**config.mk**
```make
export PLATFORM = sky130hd
export DESIGN_NAME = fifo_rd_ctrl_lvl_flat
export DESIGN_NICKNAME = d
export VERILOG_FILES = /design/src/rtl/fifo_rd_ctrl_lvl_pkg.sv /design/src/rtl/fifo_rd_ctrl_lvl_if.sv /design/src/rtl/fifo_gray2bin.sv /design/src/rtl/fifo_rd_ctrl_lvl.sv /design/src/flat_wrapper.sv
export SDC_FILE = /design/constraint.sdc
export NUM_CORES = 1
export LEC_CHECK = 0
export CORE_ASPECT_RATIO = 0.8
export CORE_MARGIN = 10
export CORE_UTILIZATION = 30
export CTS_BUF_LIST = sky130_fd_sc_hd__clkbuf_16
export DETAILED_ROUTE_END_ITERATION = 10
export SLEW_MARGIN = 25
export SYNTH_ARGS = -nofsm -noshare
export SYNTH_HDL_FRONTEND = slang
export SYNTH_SLANG_ARGS = --single-unit
```
**constraint.sdc**
```tcl
create_clock -name rclk -period 3.55 [get_ports rclk]
set_clock_uncertainty 0.1 [all_clocks]
set_input_delay 1.065 -clock rclk [delete_from_list [all_inputs] [get_ports rclk]]
set_output_delay 1.065 -clock rclk [all_outputs]
set_load 0.01 [all_outputs]
```
**src/rtl/fifo_rd_ctrl_lvl_pkg.sv**
```systemverilog
// Shared FIFO pointer helpers for the read and write control blocks.
// Holds the default geometry and the Gray/binary conversion functions.
// Optional feature macro used by the read block: FIFO_RD_UNDERFLOW_EN.
package fifo_rd_ctrl_lvl_pkg;

  localparam int unsigned ADDR_SIZE_DFLT  = 3;
  localparam int unsigned AEMPTY_LVL_DFLT = 1;

  // Zero-extended operands keep both functions exact for any pointer width up to 32.
  function automatic logic [31:0] bin2gray(input logic [31:0] bin);
    return bin ^ (bin >> 1);
  endfunction

  function automatic logic [31:0] gray2bin(input logic [31:0] gray);
    logic [31:0] bin;
    logic        acc;
    bin = '0;
    acc = 1'b0;
    for (int unsigned i = 0; i < 32; i++) begin
      acc         = acc ^ gray[31 - i];
      bin[31 - i] = acc;
    end
    return bin;
  endfunction

endpackage

```
**src/rtl/fifo_rd_ctrl_lvl_if.sv**
```systemverilog
// Read-side FIFO control bundle: request, synchronised write pointer and
// everything the read controller reports back.
// master = read controller, slave = consumer / RAM / write-side synchroniser.
interface fifo_rd_ctrl_lvl_if
  import fifo_rd_ctrl_lvl_pkg::*;
#(
  parameter int unsigned ADDR_SIZE = ADDR_SIZE_DFLT
);

  logic                 rinc;
  logic [ADDR_SIZE:0]   rq2_wptr;
  logic [ADDR_SIZE:0]   rptr;
  logic [ADDR_SIZE-1:0] raddr;
  logic                 rempty;
  logic                 raempty;
  logic [ADDR_SIZE:0]   rlevel;
  logic                 runderflow;

  modport master (
    input  rinc, rq2_wptr,
    output rptr, raddr, rempty, raempty, rlevel, runderflow
  );

  modport slave (
    output rinc, rq2_wptr,
    input  rptr, raddr, rempty, raempty, rlevel, runderflow
  );

endinterface

```
**src/rtl/fifo_gray2bin.sv**
```systemverilog
// Width-parametrised Gray-to-binary decoder, purely combinational.
// Shared by the read- and write-side level logic.
module fifo_gray2bin #(
  parameter int unsigned W = 4
) (
  input  logic [W-1:0] gray,
  output logic [W-1:0] bin
);

  // MSB-down XOR chain: each binary bit is the parity of all Gray bits at or above it.
  always_comb begin
    logic acc;
    bin = '0;
    acc = 1'b0;
    for (int unsigned i = 0; i < W; i++) begin
      acc              = acc ^ gray[W - 1 - i];
      bin[W - 1 - i]   = acc;
    end
  end

endmodule

```
**src/rtl/fifo_rd_ctrl_lvl.sv**
```systemverilog
// Read-domain FIFO control: binary/Gray read pointer, empty and almost-empty
// flags and a registered occupancy count, all in the rclk domain.
// Optional sticky underflow flag enabled by defining FIFO_RD_UNDERFLOW_EN.
module fifo_rd_ctrl_lvl
  import fifo_rd_ctrl_lvl_pkg::*;
#(
  parameter int unsigned ADDR_SIZE  = ADDR_SIZE_DFLT,
  parameter int unsigned AEMPTY_LVL = AEMPTY_LVL_DFLT
) (
  input logic               rclk,
  input logic               rrst_n,
  fifo_rd_ctrl_lvl_if.master bus
);

  localparam int unsigned      PTR_W  = ADDR_SIZE + 1;
  localparam logic [PTR_W-1:0] AE_LVL = PTR_W'(AEMPTY_LVL);

  logic [PTR_W-1:0] rbin;
  logic [PTR_W-1:0] rgray;
  logic             rempty_q;
  logic             raempty_q;
  logic [PTR_W-1:0] rlevel_q;

  logic             rd_en;
  logic [PTR_W-1:0] rbin_next;
  logic [PTR_W-1:0] rgray_next;
  logic [PTR_W-1:0] wbin;
  logic [PTR_W-1:0] lvl_next;

  fifo_gray2bin #(.W(PTR_W)) u_wptr_dec (
    .gray (bus.rq2_wptr),
    .bin  (wbin)
  );

  // Next pointer and level; the level uses the post-read pointer so a read and
  // a write-pointer advance in the same cycle are both reflected in one update.
  always_comb begin
    rd_en      = bus.rinc & ~rempty_q;
    rbin_next  = rbin + PTR_W'(rd_en);
    rgray_next = PTR_W'(bin2gray(32'(rbin_next)));
    lvl_next   = wbin - rbin_next;
  end

  // Pointer and flag registers.
  always_ff @(posedge rclk) begin
    if (!rrst_n) begin
      rbin      <= '0;
      rgray     <= '0;
      rempty_q  <= 1'b1;
      raempty_q <= 1'b1;
      rlevel_q  <= '0;
    end else begin
      rbin      <= rbin_next;
      rgray     <= rgray_next;
      rempty_q  <= (rgray_next == bus.rq2_wptr);
      raempty_q <= (lvl_next <= AE_LVL);
      rlevel_q  <= lvl_next;
    end
  end

`ifdef FIFO_RD_UNDERFLOW_EN
  logic runderflow_q;

  // Sticky record of any read attempted while empty; only reset clears it.
  always_ff @(posedge rclk) begin
    if (!rrst_n) begin
      runderflow_q <= 1'b0;
    end else if (bus.rinc && rempty_q) begin
      runderflow_q <= 1'b1;
    end
  end

  assign bus.runderflow = runderflow_q;
`else
  assign bus.runderflow = 1'b0;
`endif

  assign bus.rptr    = rgray;
  assign bus.raddr   = rbin[ADDR_SIZE-1:0];
  assign bus.rempty  = rempty_q;
  assign bus.raempty = raempty_q;
  assign bus.rlevel  = rlevel_q;

endmodule

```
**src/flat_wrapper.sv**
```systemverilog
// flat-port wrapper written by rule: the top's interface ports become plain ports
module fifo_rd_ctrl_lvl_flat import fifo_rd_ctrl_lvl_pkg::*;
#(
  parameter int unsigned ADDR_SIZE  = ADDR_SIZE_DFLT,
  parameter int unsigned AEMPTY_LVL = AEMPTY_LVL_DFLT
)
  (rclk, rrst_n, bus_rinc, bus_rq2_wptr, bus_rptr, bus_raddr, bus_rempty, bus_raempty, bus_rlevel, bus_runderflow);
  fifo_rd_ctrl_lvl_if #(.ADDR_SIZE(ADDR_SIZE)) bus_i ();
  input logic rclk;
  input logic rrst_n;
  input wire logic [$bits(bus_i.rinc)-1:0] bus_rinc;
  input wire logic [$bits(bus_i.rq2_wptr)-1:0] bus_rq2_wptr;
  output wire logic [$bits(bus_i.rptr)-1:0] bus_rptr;
  output wire logic [$bits(bus_i.raddr)-1:0] bus_raddr;
  output wire logic [$bits(bus_i.rempty)-1:0] bus_rempty;
  output wire logic [$bits(bus_i.raempty)-1:0] bus_raempty;
  output wire logic [$bits(bus_i.rlevel)-1:0] bus_rlevel;
  output wire logic [$bits(bus_i.runderflow)-1:0] bus_runderflow;
  assign bus_i.rinc = bus_rinc;
  assign bus_i.rq2_wptr = bus_rq2_wptr;
  assign bus_rptr = bus_i.rptr;
  assign bus_raddr = bus_i.raddr;
  assign bus_rempty = bus_i.rempty;
  assign bus_raempty = bus_i.raempty;
  assign bus_rlevel = bus_i.rlevel;
  assign bus_runderflow = bus_i.runderflow;
  fifo_rd_ctrl_lvl #(.ADDR_SIZE(ADDR_SIZE), .AEMPTY_LVL(AEMPTY_LVL)) u_core (.rclk(rclk), .rrst_n(rrst_n), .bus(bus_i));
endmodule
```
### Yosys cells after proc, flatten, opt, wreduce, memory -nomap -nowiden

Index checks and enable logic that the tools add are counted.

| word-level totals | value |
|---|---|
| latch bits | 0 |
| RAM bits | 0 |
| memories | 0 |
| ROM bits | 0 |
| register bits | 14 |

| cells by class | value |
|---|---|
| multipliers | 0 |
| bitwise operators | 6 |
| eq/ne operators | 1 |
| div/mod/pow operators | 0 |
| muxes and demuxes | 0 |
| reductions and logical operators | 0 |
| order comparisons | 1 |
| add/subtract/negate cells | 2 |
| shift-type cells | 0 |

Operator list:

| kind | count |
|---|---|
| $add 4x1->4 | 1 |
| $eq 4x4->1 | 1 |
| $le 4x1->1 const B | 1 |
| $sub 4x4->4 | 1 |
| $xor 4x3->4 | 1 |
| $xor 1x1->1 | 3 |
| $and 1x1->1 | 1 |
| $not 1->1 | 1 |

### Depth between registers and ports, before layout

| depth | value |
|---|---|
| depth after elaboration | 5 |
| gate-level depth with buffers | 10 |
| mapped depth without buffers | 10 |

### Cells and area by module

Synthesis repeated with hierarchy kept, for this count alone.

| second synthesis, totals | value |
|---|---|
| cells, all modules | 71 |
| area, all modules | 768.2 um^2 |

Modules (own cells, without submodules):

| module | cells an instance | area each (um^2) | times used | sequential area each (um^2) |
|---|---|---|---|---|
| fifo_rd_ctrl_lvl | 66 | 718.2 | 1 | 260.2 |
| fifo_gray2bin | 5 | 50.0 | 1 | 0.0 |

### Least setup slack after synthesis

OpenSTA, ideal clock, no wires.

| path | value |
|---|---|
| path kind | input to register |
| from | in bus_rinc |
| to | reg u_core.rlevel_q[3] (netlist: u_core.bus.rlevel[3]) |
| buffers on the path | 0 |
| required time | 3.334 ns |
| data arrival time | 3.085 ns |
| setup slack | 0.249 ns |
| stages | 10 |
| path through | nor2b_1 > ha_1 > ha_1 > xor2_1 > inv_1 > ha_1 > or3b_2 > o311ai_4 > xnor2_1 > and2_2 |

| between the ends | value |
|---|---|
| longest elaborated chain between the ends | 3 |

Ends and longest elaborated chain:

| item | line | RTL |
|---|---|---|
| start: declaration | flat_wrapper.sv:11 | `input wire logic [$bits(bus_i.rinc)-1:0] bus_rinc;` |
| $and 1x1->1 | fifo_rd_ctrl_lvl.sv:38 | `rd_en = bus.rinc & ~rempty_q;` |
| $add 4x1->4 | fifo_rd_ctrl_lvl.sv:39 | `rbin_next = rbin + PTR_W'(rd_en);` |
| $sub 4x4->4 | fifo_rd_ctrl_lvl.sv:41 | `lvl_next = wbin - rbin_next;` |
| end signal: assignment | fifo_rd_ctrl_lvl.sv:57 | `rlevel_q <= lvl_next;` |
| end: declaration | fifo_rd_ctrl_lvl.sv:22 | `logic [PTR_W-1:0] rlevel_q;` |

Every way passes these cells.
A chain may end at the register's enable or synchronous reset.

### Final worst setup path

Ends and elaborated chain as after synthesis.

==> impl_metrics.env <==
export IMPL_p_sw_uw=117
export IMPL_clockRootBuffer="clkbuf_16"
export IMPL_antenna_found_initial=0
export IMPL_ant_nets=0
export IMPL_cts_tree="built"
export IMPL_synth_edff_count=0
export IMPL_grt_max_degree=14
export IMPL_n_antenna_cell=0
export IMPL_nets=106
export IMPL_wl_um=1480
export IMPL_hold_class="flip-flop to flip-flop"
export IMPL_path_clk_slew_ns=0.04
export IMPL_pwr_density_cell_nw_per_um2=467
export IMPL_fin_util_pct=49.0
export IMPL_htree_levels=1
export IMPL_clockBufferDepth=2
export IMPL_crit_path_start_kind="primary input"
export IMPL_ys_seq_area_share_pct=36.7
export IMPL_drv_slew=0
export IMPL_max_cap_violations=0
export IMPL_synthTopCellsByArea="dfxtp_1 37%, xor2_1 9.9%, and2_1 8.8%, ha_1 8.8%, xnor2_1 7.4%"
export IMPL_synth_nets=78
export IMPL_core_rowCount=15
export IMPL_p_leak_uw=0.000478
export IMPL_multiInputGateArea_um2=444
export IMPL_grt_use_total_pct=6.73
export IMPL_fin_crit_sh_pct=95.6
export IMPL_setup_violations=0
export IMPL_p_sw_share_pct=23.3
export IMPL_post_route_drc_count=0
export IMPL_viasPerCell=4.38
export IMPL_crit_path_end_kind="flip-flop"
export IMPL_die_area_um2=4720
export IMPL_rsz0062_at_grt="false"
export IMPL_dp_slack_ns=-0.186
export IMPL_hold_violations=0
export IMPL_grt_pass1_vias=497
export IMPL_crit_required_ns=3.58
export IMPL_final_cell_mix="19 x clkdlybuf4s50_1, 13 x dfxtp_1, 10 x and2_1, 7 x xor2_1, 7 x buf_4"
export IMPL_critPathKind="primary input to flip-flop"
export IMPL_ys_flop_type="dfxtp_1"
export IMPL_drt_initial_drc_count=17
export IMPL_avgSynthCellArea_um2=10.7
export IMPL_fin_tns_setup_ns=0
export IMPL_nFillCells=218
export IMPL_cp_max_fo=3
export IMPL_postCtsSetupBuffers=0
export IMPL_critPathArrivalTime_ns=3.42
export IMPL_num_vias=517
export IMPL_drive_gt1_share_pct=20.4
export IMPL_first_pass_iters=2
export IMPL_combPwrFrac_pct=26.0
export IMPL_post_synth_num_cell_types=22
export IMPL_clock_sinks=13
export IMPL_start_util_pct=32.3
export IMPL_async_flop_share_pct=0
export IMPL_period_minus_slack_ns=3.39
export IMPL_synth_warnings=0
export IMPL_hold_slack_ns=0.565
export IMPL_postSynthCellCount=66
export IMPL_yosys_area_top_type="dfxtp_1"
export IMPL_ctsHoldBuffers=0
export IMPL_yosys_register_bits=13
export IMPL_peakVddDrop_mv=0.246
export IMPL_cts_buffers_inserted=3
export IMPL_grt_pass1_wl_um=2410
export IMPL_fin_ws_ns=0.156
export IMPL_die_width_um=74.3
export IMPL_area_delta_synth_final_pct=51.9
export IMPL_seq_power_share_pct=33.2
export IMPL_status="completed"
export IMPL_internal_power_uw=386
export IMPL_wire_per_inst_um=12.5
export IMPL_fmax_mhz=295
export IMPL_clock_power_share_pct=40.8
export IMPL_area_sequential_um2=260
export IMPL_gr_total_overflow=0
export IMPL_gp_congestion=0.772
export IMPL_synthesis_area_um2=708
export IMPL_die_h_um=63.5
export IMPL_layout_commonest_cell="clkdlybuf4s50_1"
export IMPL_clk_latency_ns=0.24
export IMPL_io_buffers=19
export IMPL_io_pins=21
export IMPL_core_um2=2200
export IMPL_synth_top_area_share_pct=36.7
critical path, stage by stage:
cell,delay [ns]
clkdlybuf4s50_1,0.45
nor2b_1,0.13
ha_2,0.22
ha_4,0.15
xor2_2,0.17
inv_1,0.06
ha_1,0.29
or3b_2,0.47
o311ai_4,0.11
xnor2_2,0.11
and2_2,0.19
layout make-up:
type	instances	share of cell area, %
Clock inverter	1	0.349
Sequential cell	13	24.2
Timing Repair Buffer	26	22.6
Tap cell	25	2.91
Multi-Input combinational cell	45	41.3
Clock buffer	3	6.98
Inverter	5	1.74
final timing paths:
check	startpoint	to	slack [ns]	cells after the start
setup / recovery	bus_rinc	u_core.bus.rlevel[3]	0.16	11
hold / removal	u_core.bus.rptr[3]	u_core.bus.rptr[3]	0.56	3
setup reg to reg	u_core.bus.rempty	u_core.bus.rlevel[3]	1.14	10
hold reg to reg	u_core.bus.rptr[3]	u_core.bus.rptr[3]	0.56	3
registers in the layout (all words and copies together), names as in the netlist:
register	cells
u_core.bus.rlevel	4
u_core.rbin	3
u_core.bus.raempty	1
u_core.bus.rempty	1
u_core.bus.rptr	4
power groups by stage:
| stage | Clock [µW] | Combinational [µW] | Sequential [µW] |
|---|---|---|---|
| after floorplan | 0 | 64.2 | 177 |
| after global placement | 0 | 129 | 168 |
| after detailed placement | 0 | 129 | 169 |
| after CTS | 211 | 131 | 167 |
| after global routing | 217 | 144 | 168 |
| final | 205 | 131 | 167 |
metrics by stage:
| step | cells | cell area, µm² | total power (µW) |
|---|---|---|---|
| 6_report | 118 | 1080 | 503 |
| 5_1_grt | 118 | 1080 | 529 |
| 4_1_cts | 118 | 1050 | 508 |
| 3_5_place_dp | 114 | 967 | 299 |
| 3_3_place_gp | 114 | 967 | 297 |
| 2_1_floorplan | 66 | 708 | 241 |
per-layer routing:
| layer | routed length [µm] | GRT usage [%] |
|---|---|---|
| met4 | 40 | 4.79 |
| met3 | 144 | 3.44 |
| met5 | 0 | 0 |
| met2 | 590 | 8.19 |
| met1 | 704 | 8.61 |
synthesized netlist by cell type, types with 2 or more instances:
library cell and n:
xor2_1 8, inv_1 5, ha_1 5, clkbuf_1 2, and2_1 10, nor2b_1 3, xnor2_1 6, dfxtp_1 13
kinds of logic after synthesis:
| family | count (synthesis) | synth area share (%) |
|---|---|---|
| buf+inv | 8 | 4.77 |
| fa+ha+maj | 5 | 8.83 |
| mux | 1 | 1.41 |
| other cells | 1 | 0.530 |
| compound gates | 5 | 8.66 |
| xor+xnor | 16 | 23.9 |
| simple gates | 17 | 15.2 |
| flops | 13 | 36.7 |
timing repair:
item	4_1_cts	5_1_grt
hold endpoints to repair	0	0
setup endpoints to repair	0	2
resized for setup	0	5
(Power assumes the default switching activity.)
